## src/rtl/riscv_mem_pkg.sv

```systemverilog
// Shared types and defaults for the fetch/data memory arbiter.
package riscv_mem_pkg;

    localparam int unsigned DEF_ADDR_W  = 32;
    localparam int unsigned DEF_DATA_W  = 32;
    localparam int unsigned DEF_TIMEOUT = 64;

    typedef enum logic [1:0] {
        ST_IDLE = 2'd0,
        ST_BUSY = 2'd1,
        ST_DONE = 2'd2
    } arb_state_e;

    typedef enum logic {
        OWN_IF   = 1'b0,
        OWN_DATA = 1'b1
    } owner_e;

    // Data wins a tie unless it owned the previous grant.
    function automatic owner_e pick_winner(input logic if_req, input logic d_req,
                                           input owner_e last);
        if (if_req && d_req) begin
            return (last == OWN_DATA) ? OWN_IF : OWN_DATA;
        end else if (d_req) begin
            return OWN_DATA;
        end
        return OWN_IF;
    endfunction

endpackage

```

## src/rtl/mem_watchdog.sv

```systemverilog
// Counts BUSY cycles; expired is high during the TIMEOUT-th consecutive enabled cycle.
module mem_watchdog
    import riscv_mem_pkg::*;
#(
    parameter int unsigned TIMEOUT = DEF_TIMEOUT
) (
    input  logic clk,
    input  logic rst,
    input  logic clear,
    input  logic enable,
    output logic expired
);
    localparam int unsigned CNT_W = $clog2(TIMEOUT + 1);

    logic [CNT_W-1:0] cnt_q, cnt_d;

    assign expired = enable && (cnt_q == CNT_W'(TIMEOUT - 1));

    always_comb begin
        cnt_d = cnt_q;
        if (clear) begin
            cnt_d = '0;
        end else if (enable && !expired) begin
            cnt_d = cnt_q + CNT_W'(1);
        end
    end

    always_ff @(posedge clk or negedge rst) begin
        if (!rst) begin
            cnt_q <= '0;
        end else begin
            cnt_q <= cnt_d;
        end
    end

endmodule

```

## src/rtl/mem_arbiter.sv

```systemverilog
// Fetch/data arbiter onto a single-port memory bus, with a watchdog on BUSY.
// state | meaning
// IDLE  | no transaction; arbitrate and latch the winner's command
// BUSY  | mem_req held, waiting for mem_ack or watchdog expiry
// DONE  | owner's valid (and err on timeout) asserted for exactly one cycle
module mem_arbiter
    import riscv_mem_pkg::*;
#(
    parameter int unsigned ADDR_W  = DEF_ADDR_W,
    parameter int unsigned DATA_W  = DEF_DATA_W,
    parameter int unsigned TIMEOUT = DEF_TIMEOUT
) (
    input  logic                  clk,
    input  logic                  rst,
    input  logic                  if_req,
    input  logic [ADDR_W-1:0]     if_addr,
    output logic [DATA_W-1:0]     if_rdata,
    output logic                  if_valid,
    output logic                  if_stall,
    input  logic                  d_req,
    input  logic                  d_we,
    input  logic [ADDR_W-1:0]     d_addr,
    input  logic [DATA_W-1:0]     d_wdata,
    input  logic [DATA_W/8-1:0]   d_wmask,
    output logic [DATA_W-1:0]     d_rdata,
    output logic                  d_valid,
    output logic                  d_stall,
    output logic                  err,
    output logic                  mem_req,
    output logic                  mem_we,
    output logic [ADDR_W-1:0]     mem_addr,
    output logic [DATA_W-1:0]     mem_wdata,
    output logic [DATA_W/8-1:0]   mem_wmask,
    input  logic [DATA_W-1:0]     mem_rdata,
    input  logic                  mem_ack
);
    arb_state_e            state_q, state_d;
    owner_e                owner_q, owner_d;
    owner_e                last_q, last_d;
    owner_e                winner;
    logic                  mem_req_q, mem_req_d;
    logic                  mem_we_q, mem_we_d;
    logic [ADDR_W-1:0]     mem_addr_q, mem_addr_d;
    logic [DATA_W-1:0]     mem_wdata_q, mem_wdata_d;
    logic [DATA_W/8-1:0]   mem_wmask_q, mem_wmask_d;
    logic [DATA_W-1:0]     if_rdata_q, if_rdata_d;
    logic [DATA_W-1:0]     d_rdata_q, d_rdata_d;
    logic                  err_q, err_d;
    logic                  wd_expired;

    mem_watchdog #(.TIMEOUT(TIMEOUT)) u_watchdog (
        .clk     (clk),
        .rst     (rst),
        .clear   (state_q != ST_BUSY),
        .enable  (state_q == ST_BUSY),
        .expired (wd_expired)
    );

    always_comb begin
        state_d     = state_q;
        owner_d     = owner_q;
        last_d      = last_q;
        winner      = pick_winner(if_req, d_req, last_q);
        mem_req_d   = mem_req_q;
        mem_we_d    = mem_we_q;
        mem_addr_d  = mem_addr_q;
        mem_wdata_d = mem_wdata_q;
        mem_wmask_d = mem_wmask_q;
        if_rdata_d  = if_rdata_q;
        d_rdata_d   = d_rdata_q;
        err_d       = 1'b0;
        unique case (state_q)
            ST_IDLE: begin
                if (if_req || d_req) begin
                    owner_d   = winner;
                    last_d    = winner;
                    mem_req_d = 1'b1;
                    state_d   = ST_BUSY;
                    if (winner == OWN_DATA) begin
                        mem_we_d    = d_we;
                        mem_addr_d  = d_addr;
                        mem_wdata_d = d_wdata;
                        mem_wmask_d = d_wmask;
                    end else begin
                        mem_we_d    = 1'b0;
                        mem_addr_d  = if_addr;
                        mem_wdata_d = '0;
                        mem_wmask_d = '0;
                    end
                end
            end
            ST_BUSY: begin
                if (mem_ack) begin
                    state_d   = ST_DONE;
                    mem_req_d = 1'b0;
                    if (owner_q == OWN_IF) begin
                        if_rdata_d = mem_rdata;
                    end else if (!mem_we_q) begin
                        d_rdata_d = mem_rdata;
                    end
                end else if (wd_expired) begin
                    // An aborted transaction always leaves zero in the owner's read register.
                    state_d   = ST_DONE;
                    mem_req_d = 1'b0;
                    err_d     = 1'b1;
                    if (owner_q == OWN_IF) begin
                        if_rdata_d = '0;
                    end else begin
                        d_rdata_d = '0;
                    end
                end
            end
            ST_DONE: begin
                state_d = ST_IDLE;
            end
            default: begin
                state_d   = ST_IDLE;
                mem_req_d = 1'b0;
            end
        endcase
    end

    always_ff @(posedge clk or negedge rst) begin
        if (!rst) begin
            state_q     <= ST_IDLE;
            owner_q     <= OWN_IF;
            last_q      <= OWN_IF;
            mem_req_q   <= 1'b0;
            mem_we_q    <= 1'b0;
            mem_addr_q  <= '0;
            mem_wdata_q <= '0;
            mem_wmask_q <= '0;
            if_rdata_q  <= '0;
            d_rdata_q   <= '0;
            err_q       <= 1'b0;
        end else begin
            state_q     <= state_d;
            owner_q     <= owner_d;
            last_q      <= last_d;
            mem_req_q   <= mem_req_d;
            mem_we_q    <= mem_we_d;
            mem_addr_q  <= mem_addr_d;
            mem_wdata_q <= mem_wdata_d;
            mem_wmask_q <= mem_wmask_d;
            if_rdata_q  <= if_rdata_d;
            d_rdata_q   <= d_rdata_d;
            err_q       <= err_d;
        end
    end

    assign mem_req   = mem_req_q;
    assign mem_we    = mem_we_q;
    assign mem_addr  = mem_addr_q;
    assign mem_wdata = mem_wdata_q;
    assign mem_wmask = mem_wmask_q;
    assign if_rdata  = if_rdata_q;
    assign d_rdata   = d_rdata_q;
    assign err       = err_q;
    assign if_valid  = (state_q == ST_DONE) && (owner_q == OWN_IF);
    assign d_valid   = (state_q == ST_DONE) && (owner_q == OWN_DATA);
    assign if_stall  = if_req && !if_valid;
    assign d_stall   = d_req && !d_valid;

endmodule

```

## config.mk

```make
export PLATFORM = sky130hd
export DESIGN_NAME = mem_arbiter
export DESIGN_NICKNAME = d
export VERILOG_FILES = /design/src/rtl/riscv_mem_pkg.sv /design/src/rtl/mem_watchdog.sv /design/src/rtl/mem_arbiter.sv
export SDC_FILE = /design/constraint.sdc
export NUM_CORES = 1
export LEC_CHECK = 0
export ABC_CLOCK_PERIOD_IN_PS = 2100
export CORE_AREA = 2 2 182 95
export CTS_CLUSTER_DIAMETER = 150
export DETAILED_ROUTE_END_ITERATION = 16
export DIE_AREA = 0 0 184 97
export PLACE_DENSITY = 0.79
export REMOVE_ABC_BUFFERS = 1
export SLEW_MARGIN = 15
export SYNTH_ARGS = -nofsm -noshare
export SYNTH_HDL_FRONTEND = slang
export SYNTH_HIERARCHICAL = 1
export SYNTH_SLANG_ARGS = --single-unit
export TNS_END_PERCENT = 30
```

## constraint.sdc

```tcl
create_clock -name clk -period 2.1 [get_ports clk]
set_input_delay 0.42 -clock clk [delete_from_list [all_inputs] [get_ports clk]]
set_output_delay 0.42 -clock clk [all_outputs]
set_load 0.01 [all_outputs]
```

# After elaboration in Yosys (flattened, before gate mapping)
# Index checks and enable logic that the tools add are counted.
[totals] register_bits=145 input_bits=138 out_inout_bits=139 wordCells=72
[classes] n_addsub=1 n_eq_ne=7 n_mux=32 n_bitwise=2 reduce_logical=19
[op_table] cell="$mux 32" n=11
[op_table] cell="$mux 7" n=2
[op_table] cell="$mux 1" n=13
[op_table] cell="$add 7x1->7 const B" n=1
[op_table] cell="$eq 7x6->1 const B" n=1
[op_table] cell="$logic_and 1x1->1" n=7
[op_table] cell="$mux 2" n=3
[op_table] cell="$reduce_and 3->1" n=2
[op_table] cell="$mux 4" n=1
[op_table] cell="$ne 2x2->1 const B" n=2
[op_table] cell="$pmux 2 s2" n=1
[op_table] cell="$reduce_and 2->1" n=2
[op_table] cell="$reduce_and 4->1" n=1
[op_table] cell="$reduce_bool 2->1" n=2
[op_table] cell="$logic_not 1->1" n=3
[op_table] cell="$ne 3x3->1 const B" n=1
[op_table] cell="$pmux 1 s3" n=1
[op_table] cell="$eq 2x1->1 const B" n=1
[op_table] cell="$eq 2x2->1 const B" n=1
[op_table] cell="$logic_not 2->1" n=1
[op_table] cell="$ne 2x1->1 const B" n=1
[op_table] cell="$not 1->1" n=2
[op_table] cell="$logic_or 1x1->1" n=1

# Logic depth before layout (Yosys ltp)
[depth] ltp_word=6 mapped_depth=9 ltp_nobuf=7

# Cells and area by module
# Netlist, hierarchy kept.
[modules_own_cells] mod="mem_arbiter" n_inst=1 cells_per_inst=463 area_per_inst_um2=5651.7 seq_area_each_um2=3453.3
[modules_own_cells] mod="mem_watchdog" n_inst=1 cells_per_inst=39 area_per_inst_um2=390.4 seq_area_each_um2=175.2

# Worst setup path before layout
# OpenSTA, ideal clock, no wires.
[synth_timing] path_type="register -> register" from="register u_watchdog.cnt_q[0]" to="register if_rdata_q[10] (netlist: if_rdata[10])" setup_time_ns=0.125 t_arrival_ns=1.890 required_ns=1.975 path_slack_ns=0.085 stages_incl_launch_ff=9 path_buffers=1 synth_period_minus_slack_ns=2.015 path_cell_list="dfrtp_1 -> ha_1 -> and3_1 -> nand4_1 -> nor2_1 -> nor2_1 -> nor3_2 -> buf_4 -> mux2_2"
[synth_between] elab_chain_cells=4
[synth_rtl] element="start: declaration" line_no="mem_watchdog.sv:15" rtl="logic [CNT_W-1:0] cnt_q, cnt_d;"
[synth_rtl] element="start signal: assignment" line_no="mem_watchdog.sv:32" rtl="cnt_q <= cnt_d;"
[synth_rtl] element="$eq 7x6->1" line_no="mem_watchdog.sv:17" rtl="assign expired = enable && (cnt_q == CNT_W'(TIMEOUT - 1));"
[synth_rtl] element="$logic_and 1x1->1" line_no="mem_watchdog.sv:17"
[synth_rtl] element="via wd_expired" line_no="mem_arbiter.sv:49" rtl="logic wd_expired;"
[synth_rtl] element="$reduce_bool 2->1 (no line)"
[synth_rtl] element="$reduce_and 3->1 (no line)"
[synth_rtl] element="end signal: assignment" line_no="mem_arbiter.sv:145" rtl="if_rdata_q <= if_rdata_d;"
[synth_rtl] element="end: declaration" line_no="mem_arbiter.sv:46" rtl="logic [DATA_W-1:0] if_rdata_q, if_rdata_d;"
# The timed path passes the listed nets, and every way through them passes these cells.
# A chain may end at the register's enable or synchronous reset.

# Final worst setup path
[layout_timing] from="register u_watchdog.cnt_q[1]" to="register d_rdata_q[12] (netlist: d_rdata[12])"
[layout_between] elab_chain_cells=4
[layout_rtl] element="$eq 7x6->1" line_no="mem_watchdog.sv:17"
[layout_rtl] element="$logic_and 1x1->1" line_no="mem_watchdog.sv:17"
[layout_rtl] element="via wd_expired" line_no="mem_arbiter.sv:49"
[layout_rtl] element="$reduce_bool 2->1 (no line)"
[layout_rtl] element="$reduce_and 4->1 (no line)"
[layout_rtl] element="end signal: assignment" line_no="mem_arbiter.sv:146" rtl="d_rdata_q <= d_rdata_d;"
[layout_rtl] element="end: declaration" line_no="mem_arbiter.sv:47" rtl="logic [DATA_W-1:0] d_rdata_q, d_rdata_d;"
# The timed path passes the listed nets, and every way through them passes these cells.

==> qor.txt <==
Path length in cells of the critical path = 9
Dpl cell area = 9178 sq um
Slew of the pin with the lowest slew margin = 0.3599 ns
# nets final = 928
Total track usage = 0.1997
Slew Viols, Final = 0
Pwr/cell area = 1345 nW/um^2
Layout area overhead = 63.70%
Gate Count Post-Synth = 502
Worst Path Required = 2.39 ns
Reg2Reg Launch Point = u_watchdog/cnt_q[1]
Overflow after GRT = 0
Yosys reg bits = 145
Worst-case clock buffer depth = 2
Top_reg_cell synth = dfrtp_1
Outcome = finished, final reports clean
DIE AREA = 17850 sq um
Seq/Total Area, Yosys = 0.6005
Wire per inst = 17.59 microns
Flop-to-flop setup slack = 0.02 ns
Fin cells = 1012
Commonest cells post-synth = 145 x dfrtp_1, 68 x nand2_1, 37 x a22o_1, 34 x a31oi_1, 34 x mux2_2
Final min period = 2.085 ns
Buffers on Ports = 276
Yosys Warn Count = 6
Placed Cells = 973
Relative slew slack = 0.7601
First-pass GRT wire length = 28090 microns
CORE AREA = 16100 sq um
IO Pins = 277
Starting DRT DRC Count = 230
Count of flip-flops with a built-in enable after synthesis = 0
Kind of critical path = flop to flop
Pin count of the biggest net entering global routing = 56
CTS sink count = 145
Reg clk slew, reported paths = 0.08 ns
Post-synth ARST share = 1.000
DIE WIDTH = 184 microns
Critical-path top delay cell = dfrtp_1
Worst min path class = primary input to async pin
Via count = 5019
CP bufs+invs = 2
# rows = 33
RSZ-0062 raised after global routing = yes
Count leader, synth = dfrtp_1
Area of all sequential standard cells = 3630 sq um
Routability cong. = 0.7811
Final period utilization = 0.9928
Vias in the first global route = 5296
CP Launch Type = flop
Syn avg cell area = 12.04 sq um
Worst endpoint data arrival time = 2.38 ns
Critical path peak fanout = 11
H-tree Lvls = 4
Fill count = 1305
Share of cells above drive strength 1 = 0.1446
Final setup vio count = 0
Top cell by count, worst path = nor2_2
Hold Vio Cnt, Final = 0
First-pass iteration count of the detailed router = 4
Reg-to-Reg End = d_rdata[12]
Crit path launch = u_watchdog/cnt_q[1]
Initial antenna violation count = 0
Area of the multi-input gates = 2260 sq um
Antenna-violating nets left = 0
Final HPWL DP = 12600 microns
Crit-path cells = ha_2 > and3_4 > nand4_1 > nor2_2 > nor2_2 > nand4b_1 > buf_6 > clkbuf_16 > mux2_1
Setup ws final = 0.01517 ns
DRC viols = 0
Die Y = 97 microns
Vias per std cell = 4.959
Top-area cell type share of the netlist area = 0.6005
Dpl ws = -0.02264 ns
Yosys cell types = 42
Reg2reg path depth = 9
Synth area leaders = dfrtp_1 60%, mux2_2 6.3%, mux2_1 6.0%, a22o_1 5.4%, nand2_1 4.2%
Worst IR Drop VDD = 0.6431 mV
Clk_lat worst skew = 0.42 ns
Slowest stage delay, CP = 0.37 ns
Post-synth top area cell = dfrtp_1
Clk root buf = clkbuf_16
Synthesized area = 6042 sq um
Max cap viols = 0
Crit end category = flop
Worst clock skew = 0.01863 ns
Cell area after layout = 9891 sq um
Initial Util = 0.3752
Power Total = 13.30 mW
Post-Route WL = 17800 microns
TritonCTS Buffers = 17
Worst path top cell family by delay = simple AND/OR/NAND/NOR gates
Antenna diodes = 0
TritonCTS clock tree = yes
Pleak = 4.331 nW
F_max = 0.4797 GHz
where the power goes:
part           internal (mW)  total, mW  switching (mW)
Clock                   1.62       3.02            1.41
Combinational           3.33       5.60            2.28
Sequential              3.99       4.68           0.687
placed cells by master (no fill, tap or decap), types with 5 or more instances in the layout:
master             n
a22o_1            37
inv_8              6
clkinv_8           5
a31oi_1           34
buf_12             8
clkbuf_16         18
nand2_1           68
mux2_2            34
and2_1            33
mux2_1            28
dfrtp_1          144
a21oi_1           33
clkdlybuf4s50_1  271
buf_4             20
repair_timing:
action / CTS / global route
gates resized for setup: 7 / 8
buffers inserted: 2 / 3
endpoints found under the hold margin: 32 / 0
pin swaps: 0 / 1
cloned: 0 / 1
hold buffers: 1 / 0
setup endpoints to repair: 33 / 63
logic make-up (layout without fill, tap and decap cells):
| kind of cell | count (synthesis) | in the layout | synth area share |
|---|---|---|---|
| DFF | 145 | 145 | 0.6005 |
| muxes | 67 | 67 | 0.1247 |
| adders and majority gates | 1 | 1 | 0.002070 |
| AOI/OAI and AO/OA | 114 | 114 | 0.1284 |
| and+or+nand+nor | 132 | 132 | 0.1108 |
| buffers and inverters | 43 | 343 | 0.03355 |
stage by stage:
stage / hold WS [ns] / utilization / setup TNS [ns]
after floorplan: 0.1244 / - / -69.22
after global placement: 0.3378 / 0.5699 / 0
after detailed placement: 0.3378 / 0.5699 / -0.1013
after CTS: 0.4526 / 0.6095 / 0
after global routing: 0.4704 / 0.6142 / -1.329
final: 0.4508 / 0.6142 / 0
final cells by class:
cell class | instances | share of cell area
Inverter | 4 | 0.001518
Timing Repair Buffer | 307 | 0.3150
Sequential cell | 145 | 0.3670
Clock buffer | 17 | 0.04301
Multi-Input combinational cell | 314 | 0.2285
Clock inverter | 15 | 0.01847
Tap cell | 210 | 0.02657
how the worst max path moves through the flow:
stage / end
finish: d_rdata[12]
global route: d_rdata[6]
CTS: d_rdata[25]
detailed placement: d_rdata[25]
global placement: d_rdata[25]
floorplan: d_rdata[10]
per-layer routing:
layer / vias to the layer above / part of all wire / track usage
met3: 17 / 0.083 / 0.07267
met4: 0 / 0.011 / 0.05354
li1: 2348 / - / -
met2: 190 / 0.45 / 0.3149
met5: - / 0 / 0
met1: 2464 / 0.46 / 0.2599
state kept, by name, indices dropped and copies added (netlist names):
name and count:
d_rdata 32, if_rdata 32, mem_addr 32, mem_wdata 32, u_watchdog/cnt_q 7, mem_wmask 4
state_q 2, err 1, last_q 1, mem_req 1, mem_we 1
(Power assumes the default switching activity.)
